**src/rtl/apb_seq_pkg.sv**
```systemverilog
// Shared types and default sizing for the APB command sequencer.
package apb_seq_pkg;

  localparam int unsigned AddrWDef      = 32;
  localparam int unsigned DataWDef      = 32;
  localparam int unsigned DepthDef      = 4;
  localparam int unsigned TimeoutCycDef = 16;

  typedef enum logic [1:0] {
    StIdle,
    StIssue,
    StWait,
    StResp
  } seq_state_e;

  typedef struct packed {
    logic                write;
    logic [AddrWDef-1:0] addr;
    logic [DataWDef-1:0] wdata;
  } cmd_t;

  // Flattened command width: {write, addr, wdata}, same layout as cmd_t.
  function automatic int unsigned cmd_width(input int unsigned aw, input int unsigned dw);
    return 1 + aw + dw;
  endfunction

endpackage

```
**src/rtl/apb_seq_fifo.sv**
```systemverilog
// Synchronous command FIFO with occupancy count; Depth must be a power of two.
module apb_seq_fifo #(
  parameter int unsigned Width = 65,
  parameter int unsigned Depth = 4
) (
  input  logic                     clk_i,
  input  logic                     rst_ni,
  input  logic                     push_i,
  input  logic [Width-1:0]         wdata_i,
  input  logic                     pop_i,
  output logic [Width-1:0]         rdata_o,
  output logic                     full_o,
  output logic                     empty_o,
  output logic [$clog2(Depth):0]   count_o
);

  localparam int unsigned PtrW = $clog2(Depth);
  localparam int unsigned CntW = PtrW + 1;

  logic [Width-1:0] mem_q [Depth];
  logic [PtrW-1:0]  wptr_q, rptr_q;
  logic [CntW-1:0]  count_q;
  logic             do_push, do_pop;

  assign full_o  = (count_q == CntW'(Depth));
  assign empty_o = (count_q == '0);
  assign do_push = push_i && !full_o;
  assign do_pop  = pop_i && !empty_o;
  assign count_o = count_q;
  assign rdata_o = mem_q[rptr_q];

  // Pointers wrap naturally because Depth is a power of two.
  always_ff @(posedge clk_i or negedge rst_ni) begin
    if (!rst_ni) begin
      wptr_q  <= '0;
      rptr_q  <= '0;
      count_q <= '0;
    end else begin
      if (do_push) wptr_q <= wptr_q + PtrW'(1);
      if (do_pop)  rptr_q <= rptr_q + PtrW'(1);
      if (do_push && !do_pop) begin
        count_q <= count_q + CntW'(1);
      end else if (do_pop && !do_push) begin
        count_q <= count_q - CntW'(1);
      end
    end
  end

  always_ff @(posedge clk_i) begin
    if (do_push) mem_q[wptr_q] <= wdata_i;
  end

endmodule

```
**src/rtl/apb_cmd_sequencer.sv**
```systemverilog
// Queues APB read/write commands and issues them one at a time to apb_master.
// Optional WAIT-state timeout enabled by defining APB_SEQ_TIMEOUT_EN.
module apb_cmd_sequencer
  import apb_seq_pkg::*;
#(
  parameter int unsigned ADDR_W      = AddrWDef,
  parameter int unsigned DATA_W      = DataWDef,
  parameter int unsigned DEPTH       = DepthDef,
  parameter int unsigned TIMEOUT_CYC = TimeoutCycDef
) (
  input  logic                     pclk_i,
  input  logic                     presetn_i,
  input  logic                     cmd_valid_i,
  output logic                     cmd_ready_o,
  input  logic                     cmd_write_i,
  input  logic [ADDR_W-1:0]        cmd_addr_i,
  input  logic [DATA_W-1:0]        cmd_wdata_i,
  output logic                     rsp_valid_o,
  input  logic                     rsp_ready_i,
  output logic                     rsp_write_o,
  output logic [DATA_W-1:0]        rsp_rdata_o,
  output logic                     rsp_err_o,
  output logic                     pwrite_master_o,
  output logic [ADDR_W-1:0]        paddr_master_o,
  output logic [DATA_W-1:0]        pwdata_master_o,
  output logic                     xfer_start_o,
  input  logic                     penable_i,
  input  logic                     pready_i,
  input  logic [DATA_W-1:0]        prdata_master_i,
  output logic                     busy_o,
  output logic [$clog2(DEPTH):0]   fifo_count_o
);

  localparam int unsigned CmdW = cmd_width(ADDR_W, DATA_W);

  seq_state_e          state_q;
  logic                pwrite_q;
  logic [ADDR_W-1:0]   paddr_q;
  logic [DATA_W-1:0]   pwdata_q;
  logic                xfer_start_q;
  logic                rsp_valid_q;
  logic                rsp_write_q;
  logic [DATA_W-1:0]   rsp_rdata_q;
  logic                rsp_err_q;

  logic [CmdW-1:0]     fifo_wdata;
  logic [CmdW-1:0]     fifo_head;
  logic                fifo_full;
  logic                fifo_empty;
  logic                fifo_pop;
  logic                xfer_done;

  assign fifo_wdata = {cmd_write_i, cmd_addr_i, cmd_wdata_i};
  assign fifo_pop   = (state_q == StIdle) && !fifo_empty;
  assign xfer_done  = penable_i && pready_i;

  apb_seq_fifo #(
    .Width (CmdW),
    .Depth (DEPTH)
  ) u_fifo (
    .clk_i   (pclk_i),
    .rst_ni  (presetn_i),
    .push_i  (cmd_valid_i),
    .wdata_i (fifo_wdata),
    .pop_i   (fifo_pop),
    .rdata_o (fifo_head),
    .full_o  (fifo_full),
    .empty_o (fifo_empty),
    .count_o (fifo_count_o)
  );

`ifdef APB_SEQ_TIMEOUT_EN
  localparam int unsigned TmoW = $clog2(TIMEOUT_CYC + 1);
  logic [TmoW-1:0] tmo_q;
  logic            tmo_hit;

  assign tmo_hit = (tmo_q == TmoW'(TIMEOUT_CYC - 1));

  always_ff @(posedge pclk_i or negedge presetn_i) begin
    if (!presetn_i) begin
      tmo_q <= '0;
    end else if (state_q == StIssue) begin
      tmo_q <= '0;
    end else if (state_q == StWait && !tmo_hit) begin
      tmo_q <= tmo_q + TmoW'(1);
    end
  end
`else
  logic tmo_hit;
  logic unused_tmo_cfg;

  assign tmo_hit        = 1'b0;
  assign unused_tmo_cfg = ^TIMEOUT_CYC;
`endif

  always_ff @(posedge pclk_i or negedge presetn_i) begin
    if (!presetn_i) begin
      state_q      <= StIdle;
      pwrite_q     <= 1'b0;
      paddr_q      <= '0;
      pwdata_q     <= '0;
      xfer_start_q <= 1'b0;
      rsp_valid_q  <= 1'b0;
      rsp_write_q  <= 1'b0;
      rsp_rdata_q  <= '0;
      rsp_err_q    <= 1'b0;
    end else begin
      xfer_start_q <= 1'b0;
      unique case (state_q)
        StIdle: begin
          if (!fifo_empty) begin
            pwrite_q <= fifo_head[CmdW-1];
            paddr_q  <= fifo_head[CmdW-2 -: ADDR_W];
            pwdata_q <= fifo_head[DATA_W-1:0];
            state_q  <= StIssue;
          end
        end
        StIssue: begin
          xfer_start_q <= 1'b1;
          state_q      <= StWait;
        end
        StWait: begin
          // A completion landing on the timeout cycle takes priority.
          if (xfer_done) begin
            rsp_valid_q <= 1'b1;
            rsp_write_q <= pwrite_q;
            rsp_rdata_q <= pwrite_q ? '0 : prdata_master_i;
            rsp_err_q   <= 1'b0;
            state_q     <= StResp;
          end else if (tmo_hit) begin
            rsp_valid_q <= 1'b1;
            rsp_write_q <= pwrite_q;
            rsp_rdata_q <= '0;
            rsp_err_q   <= 1'b1;
            state_q     <= StResp;
          end
        end
        StResp: begin
          if (rsp_ready_i) begin
            rsp_valid_q <= 1'b0;
            state_q     <= StIdle;
          end
        end
        default: state_q <= StIdle;
      endcase
    end
  end

  assign cmd_ready_o     = !fifo_full;
  assign busy_o          = (state_q != StIdle) || !fifo_empty;
  assign pwrite_master_o = pwrite_q;
  assign paddr_master_o  = paddr_q;
  assign pwdata_master_o = pwdata_q;
  assign xfer_start_o    = xfer_start_q;
  assign rsp_valid_o     = rsp_valid_q;
  assign rsp_write_o     = rsp_write_q;
  assign rsp_rdata_o     = rsp_rdata_q;
  assign rsp_err_o       = rsp_err_q;

endmodule

```
**config.mk**
```make
export PLATFORM = sky130hd
export DESIGN_NAME = apb_cmd_sequencer
export DESIGN_NICKNAME = d
export VERILOG_FILES = /design/src/rtl/apb_seq_pkg.sv /design/src/rtl/apb_seq_fifo.sv /design/src/rtl/apb_cmd_sequencer.sv
export SDC_FILE = /design/constraint.sdc
export NUM_CORES = 1
export LEC_CHECK = 0
export BUFFER_PORTS_ARGS = -buffer_cell sky130_fd_sc_hd__buf_2
export CORE_UTILIZATION = 55
export CTS_CLUSTER_SIZE = 10
export DETAILED_ROUTE_END_ITERATION = 16
export PLACE_DENSITY = 0.74
export SYNTH_ARGS = -nofsm -noshare
export SYNTH_HDL_FRONTEND = slang
export SYNTH_SLANG_ARGS = --single-unit
```
**constraint.sdc**
```tcl
create_clock -name pclk_i -period 3.7 [get_ports pclk_i]
set_clock_uncertainty 0.05 [all_clocks]
set_input_delay 0.185 -clock pclk_i [delete_from_list [all_inputs] [get_ports pclk_i]]
set_output_delay 0.185 -clock pclk_i [all_outputs]
set_load 0.01 [all_outputs]
```
==> flow_summary.toml, run 1 <==
[clocking]
path_clk_slew_ns = 0.05
ctsResizeCount = 0
cts.sinks = 369
h-tree-depth = 2
clk_latency_ns = 0.53
cts-root-buf = "clkbuf_16"
cts_tree = "done"
numCtsBuffers = 43
cts_buffer_depth = 3

[final_layout]
drive_gt1_share_pct = 39.1
final_cell_count_no_fill = 1364
area_growth_pct = 26.5
nets = 1118
n_fill_cell = 1505
seqCellArea_um2 = 10500
multi_input_area_um2 = 3080

[synth]
synth_flop_cell = "edfxtp_1"
ys_top_cells_by_area = "edfxtp_1, dfrtp_1, mux4_2"
synth_cell_type_count = 30
syn_area_per_cell_um2 = 20.4
syn_inst = 678
synthTopCellsByCount = "edfxtp_1, dfrtp_1, mux2_2, mux4_2, nand2_1"
synth_largest_area_cell = "edfxtp_1"
syn_nets = 792
synth_seq_cells = 369
yosysMostFrequentCell = "edfxtp_1"
yosys_warnings = 0
synth.top_cell.area_share_pct = 56.6
syn_area_um2 = 13800
seq_area_frac_synth_pct = 76.3
async_reset_ff_share_pct = 29.5
synth-edff-count = 260

[routing]
drtAntennaViolNets = 0
drc_errors = 0
drtPass1Iterations = 5
wl_per_cell_um = 19.7
wl_um = 26800
via_count = 7276
drt_iter0_markers = 473
via_per_inst = 5.33

[setup_path]
cpPeakStageDelay_ns = 0.63
r2r_slack_ns = 1.26
slowest_stage = "and2_4"
cp.arrival_ns = 2.61
required_ns = 3.86
path_max_fanout = 39
crit_buf_inv = 1
worstSetupEndpointType = "register"
critPathTopFamily = "simple AND/OR/NAND/NOR gates"
cp_cell_sequence = "nor2_1, a21boi_1, and2_4, buf_4"
critPathKind = "register to register"
cp-start-kind = "register"

[grt]
track_usage_pct = 21.5
antenna_found_initial = 1
grt_max_degree = 68
grt_pass1_vias = 7607
grt_overflow = 0
grt_pass1_wl_um = 42100

[sta]
fmax_ghz = 0.409
layout_setup_ws_ns = 1.26
finalCriticalPeriod_ns = 2.44
relSlewSlack_pct = 32.0
worst_slew_pin_slew_ns = 1.02
period_share_pct = 66.0
hold_violations = 0
slew_viol_final = 0
rsz0062_at_grt = "false"
setup_viol = 0
setup_tns_ns = 0

[floorplan]
core_um2 = 24500
boundaryPins = 209
die_h_um = 160
die_area_um2 = 25700
fp.dieW_um = 160
rows = 57
start_util_pct = 56.4

[pwr]
power.switching_mw = 4.16
p_sw_share_pct = 29.1
p_clk_share_pct = 26.5
power.density_nw_per_um2 = 817
pwr-share-comb_pct = 28.0
power.share.sequential_pct = 45.5
leakagePower_nw = 6.71
p_int_mw = 10.1
ir_worst_vdd_mv = 0.577
power.total_mw = 14.3

[run_status]
status = "completed"

[worst_hold_path]
hold_path_class = "input pin to register"

[place]
place_ws_ns = 1.21
gp_congestion = 0.774
dp_hpwl_um = 15100
post-place-cells = 1185
port_buffers = 207

[run]
maxCapViolations = 0
## worst reg2reg max path: stages (launching register included)
cell and delay (ns):
dfrtp_1 0.50, nor2_1 0.11, a21boi_1 0.47, and2_4 0.63
buf_4 0.38
## path summary, 6_finish.rpt
kind	from	end	depth (start not counted)
worst max-delay path	u_fifo.count_o[0]$_DFFE_PN0P_	u_fifo.mem_q[3][39]$_DFFE_PP_	4
min in group asynchronous	presetn_i	pwdata_master_o[20]$_DFFE_PN0P_	2
worst max register to register	u_fifo.count_o[0]$_DFFE_PN0P_	u_fifo.mem_q[3][39]$_DFFE_PP_	4
worst min register to register	rsp_rdata_o[12]$_DFFE_PN0P_	rsp_rdata_o[12]$_DFFE_PN0P_	2
worst min-delay path	rsp_ready_i	rsp_valid_o$_DFFE_PN0P_	4
max in group asynchronous	presetn_i	rsp_rdata_o[4]$_DFFE_PN0P_	3
## flip-flops by register name, indices dropped and copies added (netlist names)
register	flops
u_fifo.mem_q	260
paddr_master_o	32
pwdata_master_o	32
rsp_rdata_o	32
u_fifo.count_o	3
state_q	2
u_fifo.rptr_q	2
u_fifo.wptr_q	2
pwrite_master_o	1
rsp_valid_o	1
rsp_write_o	1
xfer_start_o	1
## metrics by stage
stage	utilization, %	area, um2	hold slack, ns
5_1_grt	71.4	17500	0.0630
6_report	71.4	17500	0.0569
3_5_place_dp	62.2	15200	0.320
4_1_cts	71.4	17500	0.0401
3_3_place_gp	62.2	15200	0.321
2_1_floorplan	-	13800	-0.161
## cells in the final DEF (no fill, tap or decap), drive strengths merged, types with 4 or more instances in the layout
cell           n
mux4          65
buf          216
edfxtp       260
and2           4
nor2           4
o21ai         32
ha            10
nand2         35
inv            8
clkbuf        77
dlygate4sd3   98
nand2b        33
mux2          69
dfrtp        109
## power by group through the flow
stage	sequential [mW]	clock [mW]	combinational, mW
finish	6.50	3.78	4.00
detailed placement	6.58	0	3.94
global route	6.64	4.01	4.34
floorplan	6.47	0	2.65
CTS	6.52	3.85	4.06
global placement	6.53	0	3.88
## timing repair
| action | CTS | global route |
|---|---|---|
| hold buffers | 98 | 0 |
| setup buffers | 0 | 0 |
| hold endpoints to repair | 351 | 0 |
## metal layers
layer  GRT usage (%)  part of all wire [%]  vias to the layer above
met1            28.5                    42                     3705
li1                -                     -                     3289
met2            36.1                    50                      239
met5               0                     0                        -
met3            4.42                   5.7                       43
met4            6.49                   2.1                        0
## kinds of logic (layout without fill, tap and decap cells)
logic type / Yosys count / count (layout) / share of synthesized area [%]
DFF: 369 / 369 / 76.3
muxes: 135 / 135 / 16.3
and+or+nand+nor: 78 / 78 / 2.81
buffers and inverters: 40 / 401 / 1.58
AOI/OAI and AO/OA: 38 / 38 / 1.53
adders and majority gates: 11 / 11 / 1.05
xor gates and xnor gates: 6 / 6 / 0.381
other: 1 / 2 / 0.0272
## cell type report
cell class	count	share of cell area [%]
Timing Repair Buffer	314	12.2
Inverter	7	0.151
Clock inverter	3	0.186
Antenna cell	1	0.0143
Clock buffer	77	7.07
Multi-Input combinational cell	269	17.6
Tap cell	324	2.32
Sequential cell	369	60.4
No activity file was read; power rests on OpenSTA's default activity.
==> run 2: changes to the inputs <==
--- a/config.mk
+++ b/config.mk
@@ -5,11 +5,12 @@
 export SDC_FILE = /design/constraint.sdc
 export NUM_CORES = 1
 export LEC_CHECK = 0
+export ABC_AREA = 1
 export BUFFER_PORTS_ARGS = -buffer_cell sky130_fd_sc_hd__buf_2
-export CORE_UTILIZATION = 55
+export CORE_UTILIZATION = 52
 export CTS_CLUSTER_SIZE = 10
 export DETAILED_ROUTE_END_ITERATION = 16
-export PLACE_DENSITY = 0.74
+export PLACE_DENSITY = 0.73
 export SYNTH_ARGS = -nofsm -noshare
 export SYNTH_HDL_FRONTEND = slang
 export SYNTH_SLANG_ARGS = --single-unit
==> constraint.sdc (replaced) <==
create_clock -name pclk_i -period 2 [get_ports pclk_i]
set_clock_uncertainty 0.05 [all_clocks]
set_input_delay 0.1 -clock pclk_i [delete_from_list [all_inputs] [get_ports pclk_i]]
set_output_delay 0.1 -clock pclk_i [all_outputs]
set_load 0.01 [all_outputs]
==> run 2 against run 1 <==
Design area up 9.9%. Synthesized cell count is 120% higher. Sequential power increased by 74%. Register-to-register slack got worse by 1.1 ns. Setup slack lost 1.1 ns. Wire length rose by 24%. Critical endpoint is now u_fifo.count_o[1]$_DFFE_PN0P_. First-iteration DRC count is 44% higher. Maximum frequency grew 31%. Area after synthesis rose by 11%. Hold slack worse by 0.021 ns. Via count increased by 47%.
==> flow_summary.toml, run 2 <==
[pwr]
power.total_mw = 27.9
ir_worst_vdd_mv = 0.762
power.density_nw_per_um2 = 1450
leakagePower_nw = 9.43

[synth]
yosys_warnings = 0
synth_cell_type_count = 29
yosysMostFrequentCell = "nand2_1"
syn_nets = 1629
syn_inst = 1515
synthTopCellsByCount = "nand2_1, inv_1, edfxtp_1, nand3_1, dfrtp_1"
synth_flop_cell = "edfxtp_1"
synth-edff-count = 260
syn_area_um2 = 15300
synth.top_cell.area_share_pct = 51.0
syn_area_per_cell_um2 = 10.1
seq_area_frac_synth_pct = 68.8
synth_seq_cells = 369
synth_largest_area_cell = "edfxtp_1"
async_reset_ff_share_pct = 29.5
ys_top_cells_by_area = "edfxtp_1, dfrtp_1, nand2_1"

[setup_path]
r2r_slack_ns = 0.13
critPathKind = "register to register"
required_ns = 2.37
worstSetupEndpointType = "register"
cp.arrival_ns = 2.24
cp-start-kind = "register"
path_max_fanout = 6
r2r-start = "u_fifo.count_o[0]$_DFFE_PN0P_"
ff2ff_path_depth = 9
timing.rr.end = "u_fifo.count_o[1]$_DFFE_PN0P_"

[floorplan]
start_util_pct = 53.1
die_h_um = 174
die_area_um2 = 30200
rows = 62
boundaryPins = 209
core_um2 = 28900
fp.dieW_um = 174

[routing]
wl_per_cell_um = 14.7
via_per_inst = 4.76
via_count = 10700
drtAntennaViolNets = 0
drtPass1Iterations = 5
drc_errors = 0
wl_um = 33200
drt_iter0_markers = 681

[sta]
finalCriticalPeriod_ns = 1.87
relSlewSlack_pct = 63.6
fmax_ghz = 0.535
setup_viol = 0
rsz0062_at_grt = "false"
period_share_pct = 93.4
setup_tns_ns = 0
holdWs_ns = 0.0355
slew_viol_final = 0
worst_slew_pin_slew_ns = 0.545
hold_violations = 0
layout_setup_ws_ns = 0.131

[final_layout]
area_growth_pct = 25.2
final_common_cell = "nand2_1"
layout_common_cells = "nand2_1, inv_1, edfxtp_1, buf_2, nand3_1"
drive_gt1_share_pct = 16.4
largest_register_ffs = 260
utilization_pct = 66.5
finalInstanceArea_um2 = 19200
nets = 1948
final_cell_count_no_fill = 2254
regMostFlops = "u_fifo.mem_q"

[clocking]
cts_tree = "done"
cts-root-buf = "clkbuf_16"
path_clk_slew_ns = 0.06
cts.sinks = 369
numCtsBuffers = 43
clk_latency_ns = 0.53
h-tree-depth = 2
cts_buffer_depth = 3

[grt]
grt_pass1_wl_um = 53500
grt_max_degree = 76
grt_overflow = 0
grt_pass1_vias = 10700
antenna_found_initial = 2
track_usage_pct = 22.4

[place]
gp_congestion = 0.832
port_buffers = 207
post-place-cells = 2067
place_ws_ns = 0.110
place_area_um2 = 16900
dp_hpwl_um = 18500

[run_status]
status = "completed"

[worst_hold_path]
hold_path_class = "input pin to asynchronous set/reset pin"

[run]
maxCapViolations = 0
run 2: cell count changes after synthesis, sizes merged, moves of 2 or more:
cell / before / now
nand2b: 33 / 0
nand3: 1 / 135
clkbuf: 14 / 8
mux4: 65 / 0
and2: 4 / 0
mux2: 69 / 0
nand2: 35 / 637
inv: 7 / 279
nor2: 4 / 7
buf: 19 / 57
or2: 0 / 2
o21ai: 32 / 3
run 2: how the worst max path moves through the flow:
stage	cells past startpoint	from	end
2_1_floorplan	4	u_fifo.count_o[0]$_DFFE_PN0P_	u_fifo.mem_q[0][0]$_DFFE_PP_
3_3_place_gp	9	state_q[1]$_DFFE_PN0P_	u_fifo.count_o[2]$_DFFE_PN0P_
3_5_place_dp	10	state_q[1]$_DFFE_PN0P_	u_fifo.count_o[2]$_DFFE_PN0P_
4_1_cts	10	state_q[1]$_DFFE_PN0P_	u_fifo.count_o[2]$_DFFE_PN0P_
5_1_grt	10	u_fifo.count_o[0]$_DFFE_PN0P_	u_fifo.count_o[2]$_DFFE_PN0P_
6_report	9	u_fifo.count_o[0]$_DFFE_PN0P_	u_fifo.count_o[1]$_DFFE_PN0P_
run 2: power breakdown:
part / switching (mW) / internal [mW] / total, mW
clock: 2.81 / 4.15 / 6.96
sequential: 0.851 / 10.4 / 11.3
combinational: 6.30 / 3.33 / 9.63
run 2: logic make-up after synthesis:
logic type                 share of synthesized area (%)
and+or+nand+nor                                     20.4
DFF                                                 68.8
buffers and inverters                               9.46
adders and majority gates                          0.947
xor gates and xnor gates                           0.286
AOI/OAI and AO/OA                                  0.131
other                                             0.0245
run 2: timing repair:
action / 4_1_cts / 5_1_grt
setup endpoints to repair: 0 / 1
setup buffers: 0 / 2
gates resized for setup: 0 / 2
hold buffers: 104 / 0
hold endpoints to repair: 402 / 0
run 2: layout make-up:
type | count | area, um2
Timing Repair Buffer | 339 | 2440
Clock inverter | 3 | 33.8
Sequential cell | 369 | 10500
Tap cell | 384 | 480
Fill cell | 2160 | 9680
Antenna cell | 2 | 5.00
Clock buffer | 76 | 1230
Inverter | 279 | 1050
Multi-Input combinational cell | 802 | 3400
run 2: routing by layer:
metal,routed length [um],vias to the layer above,GRT usage [%]
li1,-,5300,-
met1,13800,5028,28.2
met2,16400,333,38.9
met3,2140,62,4.30
met4,838,0,7.49
met5,0,-,0
run 2: worst max-delay path, stage by stage, from the launching register on:
cell     delay (ns)
dfrtp_2        0.44
nor2_4         0.16
nand2_4        0.09
nand2_8        0.12
inv_2          0.06
ha_1           0.19
inv_1          0.09
fa_1           0.42
nand2_1        0.09
nand2_1        0.05
